## config.mk

```make
export PLATFORM = sky130hd
export DESIGN_NAME = pixel_array_readout
export DESIGN_NICKNAME = d
export VERILOG_FILES = /design/src/rtl/pixel_array_readout.sv
export SDC_FILE = /design/constraint.sdc
export NUM_CORES = 1
export LEC_CHECK = 0
export CORE_MARGIN = 2
export CORE_UTILIZATION = 45
export DETAILED_ROUTE_END_ITERATION = 8
export HOLD_SLACK_MARGIN = 0.03
export PLACE_DENSITY = 0.69
export REMOVE_ABC_BUFFERS = 1
export SKIP_CTS_REPAIR_TIMING = 1
export SLEW_MARGIN = 0
export SYNTH_ARGS = -nofsm -noshare
export SYNTH_HDL_FRONTEND = slang
export SYNTH_SLANG_ARGS = --single-unit
```

## constraint.sdc

```tcl
create_clock -name Clk -period 2.5 [get_ports Clk]
set_input_delay 0.5 -clock Clk [delete_from_list [all_inputs] [get_ports Clk]]
set_output_delay 0.5 -clock Clk [all_outputs]
set_load 0.01 [all_outputs]
```

## src/rtl/pixel_array_readout.sv

```systemverilog
// pixel_array_readout
//   Sensor-side responder for the Erase/Expose/NRE_1/NRE_2/ADC control
//   sequence. It models a 2 x NUM_COLS pixel array with saturating per-pixel
//   integrators. Each rising edge of ADC digitises the selected row into a
//   small FIFO, and the FIFO streams rows downstream over valid/ready.
//   Controller protocol violations are flagged.
// Ports
//   Clk, Reset     clock, synchronous active-high reset
//   Erase, Expose  clear / integrate all pixel accumulators
//   NRE_1, NRE_2   active-low row selects (row 0 / row 1)
//   ADC            conversion strobe, one capture per rising edge
//   Light          per-pixel light increment, pixel (r,c) at slice r*NUM_COLS+c
//   Pix_data/row/valid, Pix_ready   FIFO head stream
//   Frame_done     1-cycle pulse when row 1 follows row 0 in a frame
//   Proto_err      sticky protocol violation
//   Overflow       sticky: a capture was dropped on a full FIFO

// One pixel integrator: clear wins over integrate, saturates instead of wrapping.
module pixel_acc #(
    parameter int PIX_W   = 8,
    parameter int LIGHT_W = 4
) (
    input  logic               Clk,
    input  logic               Reset,
    input  logic               i_clr,
    input  logic               i_en,
    input  logic [LIGHT_W-1:0] i_light,
    output logic [PIX_W-1:0]   o_acc
);
    logic [PIX_W-1:0] r_acc;
    logic [PIX_W:0]   w_sum;

    assign w_sum = {1'b0, r_acc} + {{(PIX_W+1-LIGHT_W){1'b0}}, i_light};
    assign o_acc = r_acc;

    always_ff @(posedge Clk) begin
        if (Reset || i_clr)
            r_acc <= '0;
        else if (i_en)
            r_acc <= w_sum[PIX_W] ? {PIX_W{1'b1}} : w_sum[PIX_W-1:0];
    end
endmodule

module pixel_array_readout #(
    parameter int NUM_COLS   = 2,
    parameter int PIX_W      = 8,
    parameter int LIGHT_W    = 4,
    parameter int FIFO_DEPTH = 4
) (
    input  logic                          Clk,
    input  logic                          Reset,
    input  logic                          Erase,
    input  logic                          Expose,
    input  logic                          NRE_1,
    input  logic                          NRE_2,
    input  logic                          ADC,
    input  logic [2*NUM_COLS*LIGHT_W-1:0] Light,
    output logic [NUM_COLS*PIX_W-1:0]     Pix_data,
    output logic                          Pix_row,
    output logic                          Pix_valid,
    input  logic                          Pix_ready,
    output logic                          Frame_done,
    output logic                          Proto_err,
    output logic                          Overflow
);
    localparam int NPIX  = 2 * NUM_COLS;
    localparam int ROW_W = NUM_COLS * PIX_W;
    localparam int AW    = $clog2(FIFO_DEPTH);

    typedef struct packed {
        logic             row;
        logic [ROW_W-1:0] data;
    } entry_t;

    typedef enum logic [1:0] {S_IDLE, S_EXPOSING, S_READ_R0, S_READ_R1} state_t;

    // ---------------- pixel array ----------------
    logic [NPIX-1:0][PIX_W-1:0] w_acc;

    for (genvar g = 0; g < NPIX; g++) begin : g_pix
        pixel_acc #(.PIX_W(PIX_W), .LIGHT_W(LIGHT_W)) u_pix (
            .Clk     (Clk),
            .Reset   (Reset),
            .i_clr   (Erase),
            .i_en    (Expose),
            .i_light (Light[g*LIGHT_W +: LIGHT_W]),
            .o_acc   (w_acc[g])
        );
    end

    // ---------------- capture decode ----------------
    logic   r_adc_prev;
    logic   w_sel0, w_sel1, w_both_low, w_edge, w_cap, w_bad_edge;
    entry_t w_cap_entry;

    assign w_sel0     = ~NRE_1 &  NRE_2;
    assign w_sel1     =  NRE_1 & ~NRE_2;
    assign w_both_low = ~NRE_1 & ~NRE_2;
    assign w_edge     = ADC & ~r_adc_prev;
    assign w_cap      = w_edge & (w_sel0 | w_sel1) & ~Expose;
    assign w_bad_edge = w_edge & ~w_cap;

    // Accumulator value before this edge's update is what gets converted.
    assign w_cap_entry.row  = w_sel1;
    assign w_cap_entry.data = w_sel1 ? w_acc[NPIX-1:NUM_COLS] : w_acc[NUM_COLS-1:0];

    // ---------------- row FIFO ----------------
    entry_t [FIFO_DEPTH-1:0] r_mem;
    logic   [AW-1:0]         r_wr, r_rd;
    logic   [AW:0]           r_count;
    logic                    w_full, w_pop, w_push;
    entry_t                  w_head;

    assign Pix_valid = (r_count != '0);
    assign w_full    = (r_count == (AW+1)'(FIFO_DEPTH));
    assign w_pop     = Pix_valid & Pix_ready;
    // A pop in the same cycle frees a slot, so a full FIFO still accepts.
    assign w_push    = w_cap & (~w_full | w_pop);
    assign w_head    = r_mem[r_rd];
    assign Pix_data  = Pix_valid ? w_head.data : '0;
    assign Pix_row   = Pix_valid & w_head.row;

    always_ff @(posedge Clk) begin
        if (w_push && !Reset)
            r_mem[r_wr] <= w_cap_entry;
    end

    always_ff @(posedge Clk) begin
        if (Reset) begin
            r_wr    <= '0;
            r_rd    <= '0;
            r_count <= '0;
        end else begin
            if (w_push) r_wr <= r_wr + AW'(1);
            if (w_pop)  r_rd <= r_rd + AW'(1);
            r_count <= r_count + {{AW{1'b0}}, w_push} - {{AW{1'b0}}, w_pop};
        end
    end

    // ---------------- frame FSM + sticky flags ----------------
    state_t r_state;
    logic   r_frame_done, r_proto_err, r_overflow;
    logic   w_seq_err;

    assign w_seq_err = w_cap & (((r_state == S_EXPOSING) & w_sel1) |
                                ((r_state == S_READ_R0)  & w_sel0));

    always_ff @(posedge Clk) begin
        if (Reset) begin
            r_state      <= S_IDLE;
            r_frame_done <= 1'b0;
            r_proto_err  <= 1'b0;
            r_overflow   <= 1'b0;
            // Treat ADC as already high so a level held across reset
            // release is not mistaken for a fresh strobe.
            r_adc_prev   <= 1'b1;
        end else begin
            r_adc_prev   <= ADC;
            r_frame_done <= 1'b0;
            if (w_both_low || w_bad_edge || w_seq_err)
                r_proto_err <= 1'b1;
            if (w_cap && w_full && !w_pop)
                r_overflow <= 1'b1;
            if (Erase) begin
                r_state <= S_IDLE;
            end else begin
                case (r_state)
                    S_IDLE:      if (Expose) r_state <= S_EXPOSING;
                    S_EXPOSING:  if (w_cap && w_sel0) r_state <= S_READ_R0;
                    S_READ_R0: begin
                        if (w_cap && w_sel1) begin
                            r_state      <= S_READ_R1;
                            r_frame_done <= 1'b1;
                        end
                    end
                    default: ;
                endcase
            end
        end
    end

    assign Frame_done = r_frame_done;
    assign Proto_err  = r_proto_err;
    assign Overflow   = r_overflow;
endmodule

```

; ---- After elaboration in Yosys (flattened, before gate mapping)
; Index checks and enable logic that the tools add are counted.
[classes]
addsub = 8
magnitude_cmp = 3
n_eq_ne = 6
n_mux = 16
bitwise_logic = 23
reduce_logical = 17
[ops]
columns = cell, n
row1 = 68-bit bitwise mux, 1
row2 = 8-bit by 4-bit adder with 9-bit output, 4
row3 = 17-bit binary-select mux with 2-bit select, 1
row4 = 17-bit demux with 2-bit select, 1
row5 = 17-bit 2-to-1 mux, 2
row6 = 16-bit 2-to-1 mux, 2
row7 = 8-bit 2-to-1 mux, 4
row8 = 1-bit AND, 13
row9 = 1-bit inverter, 7
row10 = 1-bit logical AND, 6
row11 = 2-bit by 3-bit less-than comparator with 1-bit output (second input constant), 2
row12 = 2-bit 2-to-1 mux, 3
row13 = 2-bit case mux with 3 select lines, 1
row14 = 3-bit nonzero test, 2
row15 = 2-bit by 1-bit adder with 2-bit output (second input constant), 2
row16 = 2-bit by 1-bit != test with 1-bit output (second input constant), 2
row17 = 4-bit AND reduction, 1
row18 = 3-bit by 1-bit adder with 3-bit output, 1
row19 = 3-bit equality test (second input constant), 1
row20 = 1-bit logical OR, 3
row21 = 1-bit bitwise OR, 3
row22 = 3-bit OR reduction, 1
row23 = 3-bit by 1-bit subtractor with 3-bit output, 1
row24 = 2-bit by 1-bit equality test with 1-bit output (second input constant), 1
row25 = other kinds (7), 8
[word_totals]
ff_bits = 113
out_inout_bits = 21
word_cells = 93

; ---- Longest topological paths before layout
; Gate-level depths: netlist of run 1.
[logic_depth]
ltp_word = 9
depth_mapped = 12

; ---- Cells and area by module
; From an unflattened synthesis of run 1, not the netlist that was laid out.
[unflattened]
hier_cells = 437
hier_area_um2 = 5600.4
[modules_own_cells]
columns = module, instances, cells_per_inst, area_per_inst_um2
row1 = pixel_array_readout, 1, 213, 3553.4
row2 = pixel_acc, 4, 56, 511.7

; ---- Least setup slack after synthesis of run 1
; No wires, ideal clock.
[synth_timing]
kind = input-to-reg
startpoint = input NRE_1
endpoint = register r_count[2]
arrival_ns = 2.396
t_required_ns = 2.373
path_slack_ns = -0.023
stages = 12
path_buffers = 0
path_cell_list = inv_1 > ha_1 > nand4bb_1 > nor2_1 > inv_1 > ha_1 > inv_1 > ha_1 > fa_1 > xnor2_1 > xnor2_1 > nor2_1
[synth_between]
elab_chain_cells = 8
elab_cells_between_ends = 9
classes_between = add/sub: 2 / bitwise: 7
[synth_lines]
columns = item, line_no
row1 = from (decl), 54  ; input logic NRE_1,
row2 = 1-bit inverter, 96  ; assign w_sel0 = ~NRE_1 & NRE_2;
row3 = 1-bit AND, 96
row4 = 1-bit bitwise OR (*), 100  ; assign w_cap = w_edge & (w_sel0 | w_sel1) & ~Expose;
row5 = 1-bit AND (*) (2 in a row), 100
row6 = 1-bit AND (*), 118  ; assign w_push = w_cap & (~w_full | w_pop);
row7 = 3-bit by 1-bit adder with 3-bit output (*), 136  ; r_count <= r_count + {{AW{1'b0}}, w_push} - {{AW{1'b0}}, w_pop};
row8 = 3-bit by 1-bit subtractor with 3-bit output (*), 136
row9 = to (signal assigned), 136
row10 = to (decl), 110  ; logic [AW:0] r_count;
; Every way passes the cells marked *; elsewhere a longest branch is shown, timed or not.
; A chain may end at the register's enable or synchronous reset.

; ---- Worst setup path in the final report of run 1
[layout_timing]
startpoint = register r_rd[0]
endpoint = output Pix_data[2]
[layout_between]
elab_chain_cells = 3
[layout_lines]
columns = item, line_no
row1 = from (decl), 109  ; logic [AW-1:0] r_wr, r_rd;
row2 = from (signal assigned), 135  ; if (w_pop) r_rd <= r_rd + AW'(1);
row3 = 17-bit binary-select mux with 2-bit select, 119  ; assign w_head = r_mem[r_rd];
row4 = 17-bit 2-to-1 mux (not written as such), 119
row5 = 16-bit 2-to-1 mux, 120  ; assign Pix_data = Pix_valid ? w_head.data : '0;
row6 = to (decl), 58  ; output logic [NUM_COLS*PIX_W-1:0] Pix_data,
; Every way passes these cells. The select of a mux whose other input is x is not followed.

==> metrics, run 1 <==
CP required 2000 ps; RePlAce Congestion roughly 0.8; Non-Filler Instances between 600 and 700; Yosys cell types 53; Synth Instances 430; Critical Path Start Type register; Detail Placement HPWL roughly 7300 um; clock latency on the worst-skew pair 410 ps; sequential-to-total area share from yosys stat 0.541; Post-synth ARST share 0; pre-CTS setup slack -600 ps; Leak 2.82 nW; final worst slack just over 90 ps; number of port buffers 44; max-slew violations 0; Worst-Margin Slew 523 ps; FILL cells ~1k; CTS tree yes; final setup vio count 0; synthesized flop and latch total 113; Iter 0 DRT Violations 172; Final period util 0.963; clk root buf clkbuf_16; gr usage total 0.182; Post-Syn Area 0.00544 sq mm; WP data arrival ~1900 ps; Ys Warns 0; pwr/cell area 846 mW/mm^2; RSZ-0062 raised after global routing false; clock sink count approximately 110; first-pass GRT wire length 18000 um; Num CTS Buffers 17; Rel. slew slack 0.648; number of flops mapped to enable cells by yosys 68; post-layout min period 2410 ps; drt pass-1 iters 4; max-cap violations 0; Starting Density 0.456; row count 40; htree depth 4; vias in the first global route 3597; Final nets 564; Hold Path Class reg2reg; Synth Area per Inst 12.6 sq um; vias per cell 5.51; Hold Violations, Final 0; I/O Pins between 40 and 50; CTS Buffer Depth 2; post-route ant nets 0; ys flop type edfxtp_1; ant diodes 0; Die ar. about 0.013 sq mm; core area 0.0119 sq mm; Pwr Total 5.92 mW; antenna violations before repair 0; largest net degree at the start of global routing 38; commonest non-fill, non-tap cell in the layout edfxtp_1; Placed Cells 631; Hold Slack 472 ps; status complete, no violations; # DRC 0; Critical Path Fanout Max 9; routed len/inst 16.9 um; layout cells sized above 1 0.200; GRT overflow 0; commonest non-fill, non-tap cells in the layout edfxtp_1 (68), dfxtp_1 (44), a21oi_1 (29); final clock skew ~8.0 ps; Worst Path Class, Setup reg2out; element type at the critical path end primary output; final setup TNS 0 ps; drt total wl approximately 11000 um; synth-to-layout area growth 28.9%; total number of vias 3668; Die X roughly 110 um; Worst-path clk slew 50 ps; upper clock frequency limit 416 MHz; IR drop worst, VDD 0.413 mV; height of the die 114 um
## synthesized netlist by cell type, types with 2 or more instances
library cell / number / area (sq um)
mux2i_1: 10 / 100
ha_1: 29 / 363
nor2b_1: 4 / 25.0
a311oi_1: 4 / 35.0
nand2_1: 18 / 67.6
and4_1: 3 / 26.3
nand4_1: 4 / 25.0
mux2_2: 13 / 146
edfxtp_1: 68 / 2040
xor2_1: 2 / 17.5
nand3_1: 15 / 75.1
o21a_1: 3 / 22.5
mux4_2: 17 / 383
buf_6: 2 / 22.5
xnor2_1: 12 / 105
fa_1: 5 / 100
buf_4: 2 / 15.0
and3_1: 4 / 25.0
a31oi_1: 11 / 68.8
a21oi_1: 29 / 145
o21bai_1: 3 / 22.5
or2_2: 2 / 12.5
and2_1: 24 / 150
dfxtp_1: 45 / 901
o21ai_0: 16 / 80.1
inv_1: 20 / 75.1
or3_1: 2 / 12.5
clkbuf_1: 10 / 37.5
o211ai_1: 5 / 37.5
buf_2: 3 / 15.0
nor2_1: 19 / 71.3
nor3_1: 2 / 10.0
a211oi_1: 4 / 30.0
## area by class of cell
| type | count | area, sq um | share of cell area |
|---|---|---|---|
| clock buffer | 18 | 439 | 0.0627 |
| clock inverter | 14 | 188 | 0.0268 |
| inverter | 20 | 75.1 | 0.0107 |
| multi-input combinational | 279 | 2370 | 0.338 |
| sequential | 113 | 2950 | 0.421 |
| tap | 147 | 184 | 0.0262 |
| timing repair buffer | 75 | 803 | 0.115 |
## flip-flops by register name, summed over array words and instances, names as in the netlist
register,cells
r_count,3
g_pix.u_pix.o_acc,32
r_adc_prev,1
Frame_done,1
Proto_err,1
r_mem,68
r_state,2
r_rd,2
r_wr,2
Overflow,1
## report_power, final
| group | switching (mW) | internal [mW] |
|---|---|---|
| Sequential | 0.0517 | 2.02 |
| Clock | 0.841 | 1.69 |
| Combinational | 0.557 | 0.768 |
| Total | 1.45 | 4.48 |
## final timing paths
kind / cells after the start / end / slack (ps) / startpoint
max: 5 / Pix_data[2] / 90 / r_rd[0]$_SDFFE_PP0P_
min: 2 / Overflow$_SDFFE_PP0P_ / 470 / Overflow$_SDFFE_PP0P_
max reg2reg: 9 / r_count[2]$_SDFF_PP0_ / 250 / r_count[0]$_SDFF_PP0_
min reg2reg: 2 / Overflow$_SDFFE_PP0P_ / 470 / Overflow$_SDFFE_PP0P_
## layer usage
| layer | vias up | part of all wire | routed length, um | track usage |
|---|---|---|---|---|
| met4 | 0 | 0.029 | 330 | 0.0780 |
| met3 | 18 | 0.041 | 458 | 0.0414 |
| met2 | 98 | 0.47 | 5300 | 0.293 |
| met5 | - | 0 | 0 | 0 |
| met1 | 1785 | 0.46 | 5190 | 0.238 |
| li1 | 1767 | - | - | - |
## cells by family after synthesis
family / Yosys count / synth area share
compound gates: 86 / 0.0987
xor+xnor: 14 / 0.0226
simple gates: 105 / 0.105
fa+ha+maj: 34 / 0.0852
flops: 113 / 0.541
mux: 40 / 0.116
buf+inv: 38 / 0.0311
## stage by stage
stage	cell area, sq um	utilization
2_1_floorplan	5340	-
3_3_place_gp	6240	0.524
3_5_place_dp	6240	0.524
4_1_cts	6870	0.576
5_1_grt	7010	0.588
6_report	7010	0.588
## worst max-delay path, cell delays in order, from the launching register on
cell and delay [ps]:
dfxtp_4 380, buf_12 150, buf_4 120, mux4_2 510, and2_1 170, dlymetal6s2s_1 160
Note: power is estimated with default switching activity, not from simulation.
==> inputs of run 2 (changes only) <==
PLACE_DENSITY = 0.66   (was 0.69)
==> run 2 against run 1 <==
Against the previous run:
- routed wire length down 0.54%
- sequential cell count unchanged
- worst hold slack better by 13 ps
- maximum frequency down 0.76%
- die area unchanged
- cell area about the same
- first-iteration DRC count up 47%
- critical path type unchanged
- highest routed layer unchanged
==> metrics, run 2 (synthesis results as in run 1) <==
first-pass GRT wire length 18000 um (about the same); Sequential Area 0.00295 sq mm (unchanged); Rel. slew slack 0.646 (was 0.648); I/O Pins 45 (unchanged); GRT overflow 0 (unchanged); largest net degree at the start of global routing 38 (unchanged); IR drop worst, VDD 0.397 mV (was 0.413 mV); post-layout min period 2420 ps (was 2410 ps); CP required 2000 ps (about the same); routed len/inst 16.9 um (about the same); layout cells sized above 1 0.191 (was 0.200); Final period util 0.970 (was 0.963); RePlAce Congestion 0.789 (was 0.784); clock latency on the worst-skew pair 410 ps (about the same); number of port buffers 44 (unchanged); element type at the critical path end primary output (unchanged); ant diodes 0 (unchanged); Worst-Margin Slew 525 ps (was 523 ps); commonest non-fill, non-tap cells in the layout edfxtp_1 (68), dfxtp_1 (44), a21oi_1 (29) (unchanged); clk root buf clkbuf_16 (unchanged); FILL cells 963 (was 1007); antenna violations before repair 0 (unchanged); RSZ-0062 raised after global routing false (unchanged); Leak 2.81 nW (was 2.82 nW); gr usage total 0.183 (was 0.182); Worst-path clk slew 50 ps (about the same); htree depth 4 (unchanged); Hold Violations, Final 0 (unchanged); WP data arrival 1920 ps (was 1910 ps); drt pass-1 iters 4 (unchanged); final clock skew 12.3 ps (was 7.99 ps); drt total wl 11200 um (was 11300 um); post-route ant nets 0 (unchanged); Critical Path Start Type register (unchanged); core area 0.0119 sq mm (unchanged); max reg flops 68 (unchanged); row count 40 (unchanged); Largest Register r_mem (unchanged); area taken by multi-input logic gates 0.00237 sq mm (unchanged); # DRC 0 (unchanged); status complete, no violations (unchanged); vias in the first global route 3627 (was 3597); Die X 114 um (unchanged); CTS Buffer Depth 2 (unchanged); Critical Path Fanout Max 5 (was 9); Starting Density 0.456 (unchanged); synth-to-layout area growth 28.8% (was 28.9%); upper clock frequency limit 412 MHz (was 416 MHz); pwr/cell area 839 mW/mm^2 (was 846 mW/mm^2); Iter 0 DRT Violations 252 (was 172); commonest non-fill, non-tap cell in the layout edfxtp_1 (unchanged); Pwr Total 5.88 mW (was 5.92 mW); Die ar. 0.0130 sq mm (unchanged); Final nets 563 (was 564); Hold Slack 485 ps (was 472 ps); Detail Placement HPWL 7270 um (was 7330 um); CTS tree yes (unchanged); Num CTS Buffers 17 (unchanged); vias per cell 5.50 (was 5.51); max-slew violations 0 (unchanged); total number of vias 3660 (was 3668); Hold Path Class reg2reg (unchanged); clock sink count 113 (unchanged); final setup vio count 0 (unchanged); height of the die 114 um (unchanged); Worst Path Class, Setup reg2out (unchanged); max-cap violations 0 (unchanged)
[run 2: cell types whose count changed in the layout (fill, tap and decap cells not counted), sizes merged]
cell	delta
clkinv	+2
dlymetal6s2s	-1
buf	-2
inv	-1
clkbuf	+3
clkdlybuf4s50	+1
clkinvlp	-3
[run 2: worst max-delay path, stage by stage (launching register included)]
cell	delay (ps)
dfxtp_4	390
buf_4	140
buf_12	110
mux4_2	510
and2_1	190
dlymetal6s2s_1	170
[run 2: final timing paths]
path,from,endpoint,slack [ps],cells past startpoint
worst max-delay path,r_rd[0]$_SDFFE_PP0P_,Pix_data[3],80,5
worst min-delay path,Proto_err$_SDFFE_PP0P_,Proto_err$_SDFFE_PP0P_,480,2
worst max register to register,r_count[1]$_SDFF_PP0_,r_count[2]$_SDFF_PP0_,320,9
worst min register to register,Proto_err$_SDFFE_PP0P_,Proto_err$_SDFFE_PP0P_,480,2
[run 2: stage by stage]
stage	setup slack, ps	cell area, sq um	setup TNS (ps)	std cells	util
5_1_grt	17.7	7000	0	665	0.588
4_1_cts	-276	6840	-4220	661	0.574
6_report	75.2	7000	0	665	0.588
3_5_place_dp	-615	6240	-15690	629	0.524
3_3_place_gp	-488	6240	-9080	629	0.524
2_1_floorplan	-10.5	5340	-10.5	412	-
[run 2: power by group]
| part | internal (mW) | switching [mW] | total, mW |
|---|---|---|---|
| combinational | 0.792 | 0.556 | 1.35 |
| sequential | 2.02 | 0.0541 | 2.08 |
| clock | 1.65 | 0.802 | 2.45 |
[run 2: final cells by class]
class | count | area share
timing repair buffer | 74 | 0.118
clock inverter | 12 | 0.0236
sequential | 113 | 0.421
tap | 147 | 0.0263
clock buffer | 20 | 0.0624
inverter | 20 | 0.0107
multi-input combinational | 279 | 0.339
[run 2: layer usage]
| layer | share of wire | GRT usage | vias to the layer above |
|---|---|---|---|
| li1 | - | - | 1771 |
| met1 | 0.45 | 0.233 | 1799 |
| met2 | 0.49 | 0.293 | 80 |
| met3 | 0.045 | 0.0494 | 10 |
| met4 | 0.014 | 0.0862 | 0 |
| met5 | 0 | 0 | - |
==> variant, RTL diff (config.mk and constraints of run 1) <==
`FIFO_DEPTH`: 4 -> 8.
--- a/src/rtl/pixel_array_readout.sv
+++ b/src/rtl/pixel_array_readout.sv
@@ -45,7 +45,7 @@
     parameter int NUM_COLS   = 2,
     parameter int PIX_W      = 8,
     parameter int LIGHT_W    = 4,
-    parameter int FIFO_DEPTH = 4
+    parameter int FIFO_DEPTH = 8
 ) (
     input  logic                          Clk,
     input  logic                          Reset,
Function: no difference found for any inputs over 4 cycles, from zero or initial values and one cycle with Reset high; that may be too few to reach the edited logic, so the function may still have changed.
==> variant against run 1 <==
The run now ends with negative setup slack left. Worst hold slack improved by 15 ps. Final area rose by 42%. Total power rose by 39%. Core utilization fell by 3.4 points. Sequential cell count rose by 71. Worst setup slack got worse by 97 ps. Routed wire length rose by 48%. Maximum frequency fell by 3.9%. Synthesized cell count rose by 29%. Synthesized area rose by 52%. First-iteration DRC count rose by 90%. Clock power rose by 4%. Register-to-register slack got worse by 90 ps. Critical path type unchanged.
==> variant: results (changes against run 1) <==
[status]
status = finished, violations left
violations = negative setup slack

[timing]
fin_setup_tns_ps = -3.91  ; -3.91 ps
max-slew-margin-rel = 0.353  ; -0.294
setup_violations = 1  ; +1
clock_skew_ps = 8.67  ; +0.676 ps
setup_slack_ps = -3.91  ; -97.5 ps

[synth]
synth-edff-count = 136  ; +100%
synth.yosys.seq_area_share = 0.611  ; +0.0696
synthTopCellsByArea = edfxtp_1, dfxtp_1, mux4_2
synthArstFlopShare = 0  ; unchanged
synth_common_cells = edfxtp_1, dfxtp_1, nor2_1
syn_inst = 555  ; +29%
yosysWarnings = 0  ; unchanged

[setup_path]
cp_max_fo = 12  ; +3
ff2ff_path_depth = 11  ; +2
cp_data_arrival_time_ps = 2000  ; +90 ps
reg2reg_to = r_count[3]
r2r_start = r_count[2]
crit_end = Pix_data[2]

[finish]
largest_reg_flops = 136  ; +100%
final_nets = 704  ; +25%
finalNonFillerCells = 886  ; +33%
drive_gt1_frac = 0.250  ; +0.0492

[global_route]
grtUsageTotal = 0.174  ; -0.00802
grt_pass1_vias = 4976  ; +38%
grt_max_degree = 40  ; +5.3%
grt_pass1_wl_um = 26300  ; +47%

[detailed_routing]
vias = 4941  ; +35%
drtIter0Drc = 327  ; +90%

[power_and_ir_drop]
ir_drop_mv = 0.535  ; +30%
p_leak_nw = 3.55  ; +26%

[place]
dp_slack_ps = -489  ; +111 ps
routabilityCongestion = 0.800  ; +2.1%
dp.cells = 846  ; +34%
hpwl_um = 11600  ; +58%

[clock_tree]
path_clk_slew_ps = 60

[variant: cell count changes after synthesis, sizes merged, moves of 4 or more]
cell    change
a31oi       +4
and2       -21
buf         +4
edfxtp     +68
mux2i      +16
mux4       +17
nand3       -4
nor2       +20
nor3        +7
[variant: worst min path at each step]
| stage | from | end | slack (ps) | cells after the start |
|---|---|---|---|---|
| after global routing | Overflow | Overflow | 520 | 1 |
| after floorplan | g_pix[2].u_pix.o_acc[7] | g_pix[2].u_pix.o_acc[7] | 460 | 2 |
| after CTS | g_pix[2].u_pix.o_acc[7] | g_pix[2].u_pix.o_acc[7] | 490 | 2 |
| after global placement | Overflow | Overflow | 470 | 1 |
| after detailed placement | Overflow | Overflow | 480 | 1 |
| final | Overflow | Overflow | 490 | 1 |
[variant: final cells by class]
class / count / area [µm²]
Multi-Input combinational cell: 329 / 3060
Fill cell: 1375 / 8020
Timing Repair Buffer: 94 / 893
Sequential cell: 184 / 5050
Tap cell: 229 / 287
Clock buffer: 23 / 478
Inverter: 18 / 67.6
Clock inverter: 9 / 115
[variant: layer usage]
layer | vias to the layer above | share of wire | GRT usage
li1 | 2320 | - | -
met1 | 2478 | 0.45 | 0.241
met2 | 131 | 0.50 | 0.285
met3 | 12 | 0.043 | 0.0255
met4 | 0 | 0.011 | 0.0558
met5 | - | 0 | 0
[variant: critical path, stage by stage, from the launching register on]
cell and delay (ps):
dfxtp_2 350, buf_12 160, buf_12 150, mux4_2 520, mux2i_2 200, nor2_1 70, clkbuf_2 130
[variant: logic make-up (layout without fill, tap and decap cells)]
| family | Yosys count | in the layout | share of synthesized area |
|---|---|---|---|
| AO/OA/AOI/OAI | 89 | 89 | 0.0708 |
| adder cells (fa/ha/maj) | 36 | 36 | 0.0591 |
| AND/OR/NAND/NOR | 115 | 115 | 0.0748 |
| multiplexers | 74 | 74 | 0.143 |
| buffers and inverters | 42 | 144 | 0.0252 |
| XOR/XNOR | 15 | 15 | 0.0159 |
| flip-flops | 184 | 184 | 0.611 |
[variant: stage by stage]
| step | total power [mW] | util | cell area (µm²) | hold slack [ps] |
|---|---|---|---|---|
| finish | 8.23 | 0.554 | 9950 | 487 |
| global placement | 5.64 | 0.519 | 9320 | 468 |
| global route | 8.60 | 0.554 | 9950 | 520 |
| CTS | 8.32 | 0.552 | 9910 | 494 |
| floorplan | 4.68 | - | 8120 | 456 |
| detailed placement | 5.69 | 0.519 | 9320 | 481 |
[variant: power breakdown]
| part | internal, mW | switching, mW | total (mW) |
|---|---|---|---|
| Sequential | 3.32 | 0.0705 | 3.39 |
| Clock | 1.56 | 1.08 | 2.64 |
| Combinational | 1.16 | 1.03 | 2.20 |
